### src/rtl/uart_pkg.sv
// Shared definitions for the uart_mmio peripheral: register offsets, STATUS
// bit positions and the transmitter/receiver state encodings.
package uart_pkg;

  // Word offsets inside the 16-byte register window.
  localparam logic [1:0] ADDR_DATA   = 2'd0;
  localparam logic [1:0] ADDR_STATUS = 2'd1;
  localparam logic [1:0] ADDR_DIV    = 2'd2;

  // STATUS register bit positions.
  localparam int ST_TX_FULL   = 0;
  localparam int ST_TX_EMPTY  = 1;
  localparam int ST_RX_NE     = 2;
  localparam int ST_RX_OVF    = 3;
  localparam int ST_FRAME_ERR = 4;
  localparam int ST_IE_RX     = 5;
  localparam int ST_IE_TX     = 6;

  // Smallest divisor the bit timing logic supports.
  localparam int DIV_MIN = 4;

  typedef enum logic [1:0] {
    TX_IDLE,
    TX_START,
    TX_DATA,
    TX_STOP
  } tx_state_t;

  typedef enum logic [2:0] {
    RX_IDLE,
    RX_START,
    RX_DATA,
    RX_STOP,
    RX_WAIT_IDLE
  } rx_state_t;

endpackage

### src/rtl/uart_fifo.sv
// Synchronous FIFO used for both the TX and RX byte queues.
// Ports:
//   clk, resetn      core clock, asynchronous active-low reset
//   push_i, wdata_i  write request and data; ignored when full unless popping
//   pop_i            read request; ignored when empty
//   rdata_o          current head entry (valid only when not empty)
//   full_o, empty_o  occupancy flags
module uart_fifo #(
  parameter int DEPTH = 16,
  parameter int WIDTH = 8
) (
  input  logic             clk,
  input  logic             resetn,
  input  logic             push_i,
  input  logic             pop_i,
  input  logic [WIDTH-1:0] wdata_i,
  output logic [WIDTH-1:0] rdata_o,
  output logic             full_o,
  output logic             empty_o
);

  localparam int AW = $clog2(DEPTH);

  // One extra pointer bit distinguishes full from empty when the low bits match.
  logic [AW:0]      wr_ptr_q, rd_ptr_q;
  logic [WIDTH-1:0] mem_q [DEPTH];
  logic             do_push, do_pop;

  assign empty_o = (wr_ptr_q == rd_ptr_q);
  assign full_o  = (wr_ptr_q[AW] != rd_ptr_q[AW]) &&
                   (wr_ptr_q[AW-1:0] == rd_ptr_q[AW-1:0]);

  // A pop in the same cycle frees the slot, so a push into a full FIFO is
  // accepted when it coincides with a pop.
  assign do_pop  = pop_i && !empty_o;
  assign do_push = push_i && (!full_o || do_pop);
  assign rdata_o = mem_q[rd_ptr_q[AW-1:0]];

  always_ff @(posedge clk or negedge resetn) begin
    if (!resetn) begin
      wr_ptr_q <= '0;
      rd_ptr_q <= '0;
    end else begin
      // NOTE: sequential state uses non-blocking assignments so every flop
      // samples pre-edge values regardless of statement order.
      if (do_push) wr_ptr_q <= wr_ptr_q + (AW+1)'(1);
      if (do_pop)  rd_ptr_q <= rd_ptr_q + (AW+1)'(1);
    end
  end

  // NOTE: storage is deliberately not reset; the pointers alone define which
  // entries are valid, and an unreset array maps onto plain RAM/flops.
  always_ff @(posedge clk) begin
    if (do_push) mem_q[wr_ptr_q[AW-1:0]] <= wdata_i;
  end

endmodule

### src/rtl/uart_mmio.sv
// Memory-mapped 8N1 UART with TX/RX FIFOs and a programmable baud divisor.
// Registers (word offsets): 0 DATA, 1 STATUS, 2 DIV, 3 reserved (reads 0).
// Ports:
//   clk, resetn  core clock, asynchronous active-low reset
//   sel          decode hit for this peripheral's window
//   wr, rd       write / read strobes qualified by sel (wr wins if both)
//   addr         word offset
//   wdata        write data
//   rdata        registered read data, updated only by reads
//   rxd          asynchronous serial input
//   txd          serial output, idle high
//   irq          level interrupt (rx_not_empty & ie_rx) | (tx_empty & ie_tx)
module uart_mmio
  import uart_pkg::*;
#(
  parameter int TX_DEPTH  = 16,
  parameter int RX_DEPTH  = 16,
  parameter int DIV_RESET = 868,
  parameter int DIV_W     = 16
) (
  input  logic        clk,
  input  logic        resetn,
  input  logic        sel,
  input  logic        wr,
  input  logic        rd,
  input  logic [1:0]  addr,
  input  logic [31:0] wdata,
  output logic [31:0] rdata,
  input  logic        rxd,
  output logic        txd,
  output logic        irq
);

  localparam logic [DIV_W-1:0] ONE = DIV_W'(1);

  // Bus decode
  logic wr_en, rd_en;
  assign wr_en = sel && wr;
  assign rd_en = sel && rd && !wr;

  // Control/status registers
  logic [DIV_W-1:0] div_q, div_d;
  logic             ie_rx_q, ie_rx_d, ie_tx_q, ie_tx_d;
  logic             ovf_q, ovf_d, ferr_q, ferr_d;
  logic [31:0]      rdata_q, rdata_d, status;

  // FIFO interfaces
  logic       tx_push, tx_pop, tx_full, tx_fifo_empty;
  logic [7:0] tx_head;
  logic       rx_push, rx_pop, rx_full, rx_fifo_empty;
  logic [7:0] rx_head, rx_shift_q, rx_shift_d;

  assign tx_push = wr_en && (addr == ADDR_DATA);
  assign rx_pop  = rd_en && (addr == ADDR_DATA);

  uart_fifo #(.DEPTH(TX_DEPTH), .WIDTH(8)) u_tx_fifo (
    .clk     (clk),
    .resetn  (resetn),
    .push_i  (tx_push),
    .pop_i   (tx_pop),
    .wdata_i (wdata[7:0]),
    .rdata_o (tx_head),
    .full_o  (tx_full),
    .empty_o (tx_fifo_empty)
  );

  uart_fifo #(.DEPTH(RX_DEPTH), .WIDTH(8)) u_rx_fifo (
    .clk     (clk),
    .resetn  (resetn),
    .push_i  (rx_push),
    .pop_i   (rx_pop),
    .wdata_i (rx_shift_d),
    .rdata_o (rx_head),
    .full_o  (rx_full),
    .empty_o (rx_fifo_empty)
  );

  // ---------------------------------------------------------------- TX path
  tx_state_t        tx_state_q, tx_state_d;
  logic [DIV_W-1:0] tx_cnt_q, tx_cnt_d, tx_div_q, tx_div_d;
  logic [3:0]       tx_bit_q, tx_bit_d;
  logic [7:0]       tx_shift_q, tx_shift_d;
  logic             txd_q, txd_d, tx_start, tx_empty;

  assign tx_empty = tx_fifo_empty && (tx_state_q == TX_IDLE);

  always_comb begin
    // NOTE: every combinationally assigned signal gets a default first, so
    // no path through the case leaves it unassigned and infers a latch.
    tx_state_d = tx_state_q;
    tx_cnt_d   = tx_cnt_q;
    tx_div_d   = tx_div_q;
    tx_bit_d   = tx_bit_q;
    tx_shift_d = tx_shift_q;
    tx_start   = 1'b0;
    tx_pop     = 1'b0;
    unique case (tx_state_q)
      TX_IDLE:  tx_start = !tx_fifo_empty;
      TX_START: begin
        if (tx_cnt_q == ONE) begin
          tx_state_d = TX_DATA;
          tx_cnt_d   = tx_div_q;
          tx_bit_d   = 4'd0;
        end else tx_cnt_d = tx_cnt_q - ONE;
      end
      TX_DATA: begin
        if (tx_cnt_q == ONE) begin
          tx_cnt_d = tx_div_q;
          if (tx_bit_q == 4'd7) tx_state_d = TX_STOP;
          else begin
            tx_bit_d   = tx_bit_q + 4'd1;
            tx_shift_d = tx_shift_q >> 1;
          end
        end else tx_cnt_d = tx_cnt_q - ONE;
      end
      TX_STOP: begin
        if (tx_cnt_q == ONE) begin
          // Chain straight into the next frame when more data is queued.
          if (!tx_fifo_empty) tx_start = 1'b1;
          else                tx_state_d = TX_IDLE;
        end else tx_cnt_d = tx_cnt_q - ONE;
      end
      default: tx_state_d = TX_IDLE;
    endcase
    // Frame start snapshots the divisor so a DIV write never disturbs a frame.
    if (tx_start) begin
      tx_pop     = 1'b1;
      tx_state_d = TX_START;
      tx_cnt_d   = div_q;
      tx_div_d   = div_q;
      tx_shift_d = tx_head;
    end
    // txd is registered from the next state so the pin never glitches.
    unique case (tx_state_d)
      TX_START: txd_d = 1'b0;
      TX_DATA:  txd_d = tx_shift_d[0];
      default:  txd_d = 1'b1;
    endcase
  end

  always_ff @(posedge clk or negedge resetn) begin
    if (!resetn) begin
      tx_state_q <= TX_IDLE;
      tx_cnt_q   <= '0;
      tx_div_q   <= DIV_W'(DIV_RESET);
      tx_bit_q   <= '0;
      tx_shift_q <= '0;
      txd_q      <= 1'b1;
    end else begin
      tx_state_q <= tx_state_d;
      tx_cnt_q   <= tx_cnt_d;
      tx_div_q   <= tx_div_d;
      tx_bit_q   <= tx_bit_d;
      tx_shift_q <= tx_shift_d;
      txd_q      <= txd_d;
    end
  end

  assign txd = txd_q;

  // ---------------------------------------------------------------- RX path
  rx_state_t        rx_state_q, rx_state_d;
  logic [DIV_W-1:0] rx_cnt_q, rx_cnt_d, rx_div_q, rx_div_d;
  logic [3:0]       rx_bit_q, rx_bit_d;
  logic [1:0]       rx_sync_q;
  logic             rx_prev_q, rx_s, ovf_set, ferr_set;

  assign rx_s = rx_sync_q[1];

  always_comb begin
    rx_state_d = rx_state_q;
    rx_cnt_d   = rx_cnt_q;
    rx_div_d   = rx_div_q;
    rx_bit_d   = rx_bit_q;
    rx_shift_d = rx_shift_q;
    rx_push    = 1'b0;
    ovf_set    = 1'b0;
    ferr_set   = 1'b0;
    unique case (rx_state_q)
      RX_IDLE: begin
        if (rx_prev_q && !rx_s) begin
          // Half a bit later we are at the centre of the start bit.
          rx_state_d = RX_START;
          rx_cnt_d   = div_q >> 1;
          rx_div_d   = div_q;
        end
      end
      RX_START: begin
        if (rx_cnt_q == ONE) begin
          if (rx_s) rx_state_d = RX_IDLE;  // false start
          else begin
            rx_state_d = RX_DATA;
            rx_cnt_d   = rx_div_q;
            rx_bit_d   = 4'd0;
          end
        end else rx_cnt_d = rx_cnt_q - ONE;
      end
      RX_DATA: begin
        if (rx_cnt_q == ONE) begin
          rx_shift_d = {rx_s, rx_shift_q[7:1]};
          rx_cnt_d   = rx_div_q;
          if (rx_bit_q == 4'd7) rx_state_d = RX_STOP;
          else                  rx_bit_d   = rx_bit_q + 4'd1;
        end else rx_cnt_d = rx_cnt_q - ONE;
      end
      RX_STOP: begin
        if (rx_cnt_q == ONE) begin
          if (rx_s) begin
            // The FIFO drops the byte itself when full and not being popped.
            rx_push    = 1'b1;
            ovf_set    = rx_full && !(rx_pop && !rx_fifo_empty);
            rx_state_d = RX_IDLE;
          end else begin
            ferr_set   = 1'b1;
            rx_state_d = RX_WAIT_IDLE;
          end
        end else rx_cnt_d = rx_cnt_q - ONE;
      end
      RX_WAIT_IDLE: if (rx_s) rx_state_d = RX_IDLE;
      default: rx_state_d = RX_IDLE;
    endcase
  end

  always_ff @(posedge clk or negedge resetn) begin
    if (!resetn) begin
      rx_state_q <= RX_IDLE;
      rx_cnt_q   <= '0;
      rx_div_q   <= DIV_W'(DIV_RESET);
      rx_bit_q   <= '0;
      rx_shift_q <= '0;
      rx_sync_q  <= 2'b11;
      rx_prev_q  <= 1'b1;
    end else begin
      rx_state_q <= rx_state_d;
      rx_cnt_q   <= rx_cnt_d;
      rx_div_q   <= rx_div_d;
      rx_bit_q   <= rx_bit_d;
      rx_shift_q <= rx_shift_d;
      rx_sync_q  <= {rx_sync_q[0], rxd};
      rx_prev_q  <= rx_s;
    end
  end

  // ------------------------------------------------------- Register file
  always_comb begin
    status               = '0;
    status[ST_TX_FULL]   = tx_full;
    status[ST_TX_EMPTY]  = tx_empty;
    status[ST_RX_NE]     = !rx_fifo_empty;
    status[ST_RX_OVF]    = ovf_q;
    status[ST_FRAME_ERR] = ferr_q;
    status[ST_IE_RX]     = ie_rx_q;
    status[ST_IE_TX]     = ie_tx_q;
  end

  always_comb begin
    div_d   = div_q;
    ie_rx_d = ie_rx_q;
    ie_tx_d = ie_tx_q;
    ovf_d   = ovf_q;
    ferr_d  = ferr_q;
    rdata_d = rdata_q;
    if (wr_en && addr == ADDR_STATUS) begin
      if (wdata[ST_RX_OVF])    ovf_d  = 1'b0;
      if (wdata[ST_FRAME_ERR]) ferr_d = 1'b0;
      ie_rx_d = wdata[ST_IE_RX];
      ie_tx_d = wdata[ST_IE_TX];
    end
    // Hardware set events follow the clears so a coincident set wins.
    if (ovf_set)  ovf_d  = 1'b1;
    if (ferr_set) ferr_d = 1'b1;
    if (wr_en && addr == ADDR_DIV) begin
      div_d = (wdata[DIV_W-1:0] < DIV_W'(DIV_MIN)) ? DIV_W'(DIV_MIN) : wdata[DIV_W-1:0];
    end
    if (rd_en) begin
      unique case (addr)
        ADDR_DATA:   rdata_d = rx_fifo_empty ? 32'd0 : {24'd0, rx_head};
        ADDR_STATUS: rdata_d = status;
        ADDR_DIV:    rdata_d = 32'(div_q);
        default:     rdata_d = 32'd0;
      endcase
    end
  end

  always_ff @(posedge clk or negedge resetn) begin
    if (!resetn) begin
      div_q   <= DIV_W'(DIV_RESET);
      ie_rx_q <= 1'b0;
      ie_tx_q <= 1'b0;
      ovf_q   <= 1'b0;
      ferr_q  <= 1'b0;
      rdata_q <= '0;
    end else begin
      div_q   <= div_d;
      ie_rx_q <= ie_rx_d;
      ie_tx_q <= ie_tx_d;
      ovf_q   <= ovf_d;
      ferr_q  <= ferr_d;
      rdata_q <= rdata_d;
    end
  end

  assign rdata = rdata_q;
  assign irq   = (!rx_fifo_empty && ie_rx_q) || (tx_empty && ie_tx_q);

  // Upper write-data bits have no register behind them.
  generate
    if (DIV_W < 32) begin : g_unused
      logic unused_wdata;
      assign unused_wdata = ^wdata[31:DIV_W];
    end
  endgenerate

endmodule

### config.mk
export PLATFORM = sky130hd
export DESIGN_NAME = uart_mmio
export DESIGN_NICKNAME = d
export VERILOG_FILES = /design/src/rtl/uart_pkg.sv /design/src/rtl/uart_fifo.sv /design/src/rtl/uart_mmio.sv
export SDC_FILE = /design/constraint.sdc
export NUM_CORES = 1
export LEC_CHECK = 0
export BUFFER_PORTS_ARGS = -buffer_cell sky130_fd_sc_hd__buf_2
export CAP_MARGIN = 30
export CELL_PAD_IN_SITES_DETAIL_PLACEMENT = 0
export CELL_PAD_IN_SITES_GLOBAL_PLACEMENT = 2
export CORE_ASPECT_RATIO = 1.5
export CORE_MARGIN = 8
export CORE_UTILIZATION = 48
export DETAILED_ROUTE_END_ITERATION = 12
export PLACE_DENSITY = 0.83
export SLEW_MARGIN = 0
export SYNTH_ARGS = -nofsm -noshare
export SYNTH_HDL_FRONTEND = slang
export SYNTH_SLANG_ARGS = --single-unit
### constraint.sdc
create_clock -name clk -period 4.2 [get_ports clk]
set_input_delay 0.63 -clock clk [delete_from_list [all_inputs] [get_ports clk]]
set_output_delay 0.63 -clock clk [all_outputs]
set_load 0.1 [all_outputs]
* Word-level counts from Yosys, hierarchy flattened
Memory sizes are Yosys's and may differ from the RTL's.
Index checks and enable logic that the tools add are counted.
** Operators by class
- Mux-type cells :: 68
- $add $sub $neg :: 8
- Magnitude comparators :: 1
- Reductions and logical operators :: 51
- Equal/unequal tests :: 36
** Operators with widths (number)
- 2-to-1 mux 16 bit :: 9
- case mux 16 bit (4 select lines) :: 1
- 2-to-1 mux 8 bit :: 7
- case mux 16 bit (3 select lines) :: 1
- == test 16 x 1 -> 1 bit (second input constant) :: 2
- case mux 16 bit (2 select lines) :: 1
- subtractor 16 x 1 -> 16 bit (second input constant) :: 2
- 2-to-1 mux 4 bit :: 7
- inequality test 2 bit (second input constant) :: 13
- 2-to-1 mux 1 bit :: 22
- 2-to-1 mux 3 bit :: 7
- adder 5 x 1 -> 5 bit (second input constant) :: 4
- logical AND 1 bit :: 18
- less-than comparator 16 x 3 -> 1 bit (second input constant) :: 1
- case mux 4 bit (2 select lines) :: 2
- nonzero test 2 bit :: 8
- case mux 3 bit (5 select lines) :: 1
- 2-to-1 mux 2 bit :: 7
- == test 5 bit :: 2
- adder 4 x 1 -> 4 bit (second input constant) :: 2
- == test 2 bit (second input constant) :: 4
- == test 4 x 3 -> 1 bit (second input constant) :: 2
- == test 4 bit :: 2
- AND reduction 2 bit :: 4
- other kinds (19) :: 35
** Storage, ports and cells
- Bits of input ports :: 40
- Memory bits (writable) :: 256
- Memories kept :: 2
- Register bits after elaboration :: 169
- Output and inout port bits :: 34
** Memories
- u_rx_fifo.mem_q :: depth 16, bits a word 8, rd ports 1, clocked after Yosys merged registers in 0, write ports 1, line uart_fifo.sv:26 : logic [WIDTH-1:0] mem_q [DEPTH];
- u_tx_fifo.mem_q :: depth 16, bits a word 8, rd ports 1, clocked after Yosys merged registers in 0, write ports 1, line uart_fifo.sv:26

* Longest topological paths before layout
- Word-level depth :: 11
- Gate-level depth with buffers :: 11
- Gate-level depth less buffers :: 8

* By module
Synthesis repeated with hierarchy kept, for this count alone.
** Second synthesis, totals
- Cells, all modules :: 1287
- Area, all modules :: 18076.1 um^2
** Modules (own cells, without submodules)
- uart_fifo :: cells an instance 269, area an instance 5527.8 um^2, instances 2
- uart_mmio :: cells an instance 749, area an instance 7020.5 um^2, instances 1

* Worst setup path after synthesis
No wires, ideal clock.
- Kind :: register -> output
- From :: reg u_rx_fifo.rd_ptr_q[2]
- To :: out irq
- Data arrival time :: 3.010 ns
- Cell stages (with the launch flop) :: 6
- Slack :: 0.560 ns
- Data required time :: 3.570 ns
- Buffers on the path :: 1
- Cell sequence :: dfrtp_1 buf_2 xor2_1 nor4_1 nor2b_1 o21ai_0
** On the way
- Cells in the longest elaborated chain, start to end :: 4
** RTL lines
- from (decl) :: line uart_fifo.sv:25 : logic [AW:0] wr_ptr_q, rd_ptr_q;
- from (signal assigned) :: line uart_fifo.sv:47 : if (do_pop) rd_ptr_q <= rd_ptr_q + (AW+1)'(1);
- == test 5 bit :: line uart_fifo.sv:29 : assign empty_o = (wr_ptr_q == rd_ptr_q);
- zero test 1 bit :: line uart_mmio.sv:304 : assign irq = (!rx_fifo_empty && ie_rx_q) || (tx_empty && ie_tx_q);
- logical AND 1 bit :: line uart_mmio.sv:304
- logical OR 1 bit :: line uart_mmio.sv:304
- to (decl) :: line uart_mmio.sv:31 : output logic irq
Every way passes these cells.

* Worst setup path after layout
- From :: reg u_tx_fifo.rd_ptr_q[3]
- To :: out irq
** On the way
- Cells in the longest elaborated chain, start to end :: 4
** RTL lines
- from (decl) :: line uart_fifo.sv:25
- from (signal assigned) :: line uart_fifo.sv:47
- == test 5 bit :: line uart_fifo.sv:29
- logical AND 1 bit :: line uart_mmio.sv:85 : assign tx_empty = tx_fifo_empty && (tx_state_q == TX_IDLE);
- logical AND 1 bit :: line uart_mmio.sv:304
- logical OR 1 bit :: line uart_mmio.sv:304
Every way passes these cells.

==> flow_summary.yaml <==
global_routing:
  grt-ovfl-total: 0
  grt.total_usage: 0.180
  use_met1: 0.216
  use_met2: 0.329
  gr-usage-met3: 0.0224
  grt_pass1_wl_mm: 62.1
  antenna_found_initial: 0
  grt_max_degree: 84
  grt.busiest_layer: "met2"
  grt_pass1_vias: 10724
placement:
  place_hpwl_mm: 25.9
  globalplace.congestion: 0.771
  placed_area_um2: 18600
  dpl.cell_count: 1720
  io_buffer_count: 41
synthesis:
  syn_area_um2: 17900
  synth_edf_count: 256
  yosys_warnings: 0
  avgSynthCellArea_um2: 14.5
  synthCells: 1235
  ys_types: 70
  synth_flop_cell: "edfxtp_1"
  ys_seq_area_frac: 0.645
  synth_async_sr_flop_share: 0.374
  synth_seq_cells: 409
layout:
  nets: 1340
  fin_cells: 1795
  register_area_um2: 11500
  fin_util: 0.543
  design_area_um2: 20000
  final_common_cell: "edfxtp_1"
  area_growth_pct: 11.7
  n_antenna_cell: 0
  most-common-layout-cells: "256 x edfxtp_1, 138 x nand2_1, 132 x dfrtp_1, 77 x mux4_2, 68 x o21ai_0"
  drive_above_1_share: 0.219
  multi_input_area_um2: 5880
  fillerInstances: 3042
min_path:
  holdPathEnd: "rx_sync_q[0]"
  worstHoldStart: "rxd"
  hp-class: "in -> reg"
  whs_path_depth: 1
floorplanning:
  rows: 86
  fp.dieArea_um2: 43800
  die_w_um: 174
  core-area_um2: 36800
  die_y_um: 252
  start_util: 0.486
  num_io_pins: 74
clock_network:
  hold_buffers: 1
  cts_htree_levels: 2
  cts_tree: "yes"
  cts_resized: 0
  post_cts_buffers: 0
  cts_sinks: 409
  cts_buffers: 40
  path_clk_slew_ps: 60
  max-clock-path-buffers: 3
  cts_root_buffer: "clkbuf_16"
  clk_latency_ps: 550
timing:
  skew_ps: 21.7
  final.setup.tns_ps: 0
  worst_pin_slew_ps: 1090
  hold_violations: 0
  finalCriticalPeriod_ps: 3380
  setup_violations: 0
  rsz0062_at_grt: "no"
  fmax_ghz: 0.296
  max_slew_margin: 0.269
  slew_viol_final: 0
  period_share: 0.805
drt:
  ant_nets: 0
  drt-pass1-iter-count: 5
  num_vias: 10263
  drc: 0
  viasPerCell: 5.72
  finalWirelength_mm: 39.5
  drt-initial-drc-count: 661
  wl_per_cell_um: 22.0
worst_setup_path:
  crit_family: "flip-flops"
  setup.worst_path.start: "u_tx_fifo.rd_ptr_q[3]"
  slowest_stage: "dfrtp_1"
  startpoint_type: "flip-flop"
  end_kind: "output port"
  path_max_fanout: 11
  crit_chain: "xnor2_1 -> nand4_1 -> nor2_1 -> buf_4 -> nand3_1 -> o21ai_0 -> buf_2"
  rr_worst_depth: 5
  critPathMaxStageDelay_ps: 740
  worstSetupPathType: "reg -> out"
  required_ps: 3570
  r2r-end: "u_tx_fifo.mem_q[15][6]"
  worstPathArrival_ps: 2750
  r2r_start: "tx_cnt_q[7]"
  worst-path-buf-inv: 2
  r2r_slack_ps: 1020
power_and_ir_drop:
  max-vdd-ir-drop_mv: 0.412
  power_density_nw_per_um2: 626
  power_leakage_nw: 7.44
run:
  maxCapViolCount: 0
status:
  status: "complete, no violations"
[synthesized netlist by cell type (5+ instances only)]
cell type	n	share of area
edfxtp_1	256	0.43
nand2_1	138	0.029
dfrtp_1	134	0.19
mux4_2	77	0.097
o21ai_0	68	0.019
nor2_1	66	0.014
a21oi_1	45	0.013
mux2_2	40	0.025
clkbuf_1	34	0.0071
xnor2_1	26	0.013
buf_2	23	0.0064
buf_4	23	0.0097
ha_1	21	0.015
nor3_1	21	0.0059
dfstp_2	19	0.028
inv_1	19	0.0040
and3_1	18	0.0063
nand3_1	18	0.0050
xor2_1	14	0.0069
a22o_1	13	0.0064
a221o_1	11	0.0062
nand4_1	11	0.0038
mux2i_1	10	0.0056
a31oi_1	8	0.0028
nor2b_1	8	0.0028
nor4_1	8	0.0028
a221oi_1	7	0.0034
a22oi_1	6	0.0025
and4_1	6	0.0029
o211ai_1	6	0.0025
nand2b_1	5	0.0017
o31ai_1	5	0.0021
or3_1	5	0.0017
[metrics by stage]
step | worst slack [ps] | hold slack [ps] | total power [mW]
global placement | 1050 | 346 | 8.83
global route | 683 | 172 | 13.1
detailed placement | 1000 | 348 | 8.88
CTS | 807 | 166 | 12.7
finish | 820 | 194 | 12.5
floorplan | 560 | 334 | 8.00
[flip-flops by register name, indices dropped and copies added (netlist names), 3 cells and up]
register            count
u_rx_fifo.mem_q       128
u_tx_fifo.mem_q       128
div_q                  16
rdata                  16
rx_cnt_q               16
rx_div_q               16
tx_cnt_q               16
tx_div_q               16
rx_shift_q              8
tx_shift_q              8
u_rx_fifo.rd_ptr_q      5
u_rx_fifo.wr_ptr_q      5
u_tx_fifo.rd_ptr_q      5
u_tx_fifo.wr_ptr_q      5
rx_bit_q                4
tx_bit_q                4
rx_state_q              3
[worst max-delay path by stage]
stage | endpoint | slack [ps] | cells past startpoint
floorplan | irq | 560 | 5
global placement | u_tx_fifo.mem_q[15][6] | 1050 | 6
CTS | irq | 810 | 7
global route | irq | 680 | 7
detailed placement | u_tx_fifo.mem_q[6][6] | 1000 | 6
finish | irq | 820 | 7
[logic make-up (layout without fill, tap and decap cells)]
logic type               count (synthesis)  after routing  synth area share
adder cells (fa/ha/maj)                 21             21            0.0147
XOR/XNOR                                40             40            0.0196
AND/OR/NAND/NOR                        340            340            0.0949
multiplexers                           127            127             0.128
AO/OA/AOI/OAI                          191            191            0.0678
flip-flops                             409            409             0.645
other                                    1             16          0.000210
buffers and inverters                  106            167            0.0300
[metal layers]
layer	routed length (um)	part of all wire
met1	16200	0.41
met4	1320	0.034
met3	1220	0.031
met2	20800	0.53
met5	0	0
[final cells by class]
class                   instances  share of cell area
flip-flops and latches        409               0.578
multi-input cells             735               0.294
clock buffers                  58              0.0591
well taps                     484              0.0303
repair buffers                 74              0.0247
clock inverters                16              0.0104
inverters                      19             0.00357
[report_power, final]
| group | total [mW] | switching [mW] | internal [mW] |
|---|---|---|---|
| Combinational | 3.47 | 2.03 | 1.45 |
| Clock | 3.74 | 1.52 | 2.22 |
| Sequential | 5.30 | 0.505 | 4.80 |
Note: power is estimated with default switching activity, not from simulation.
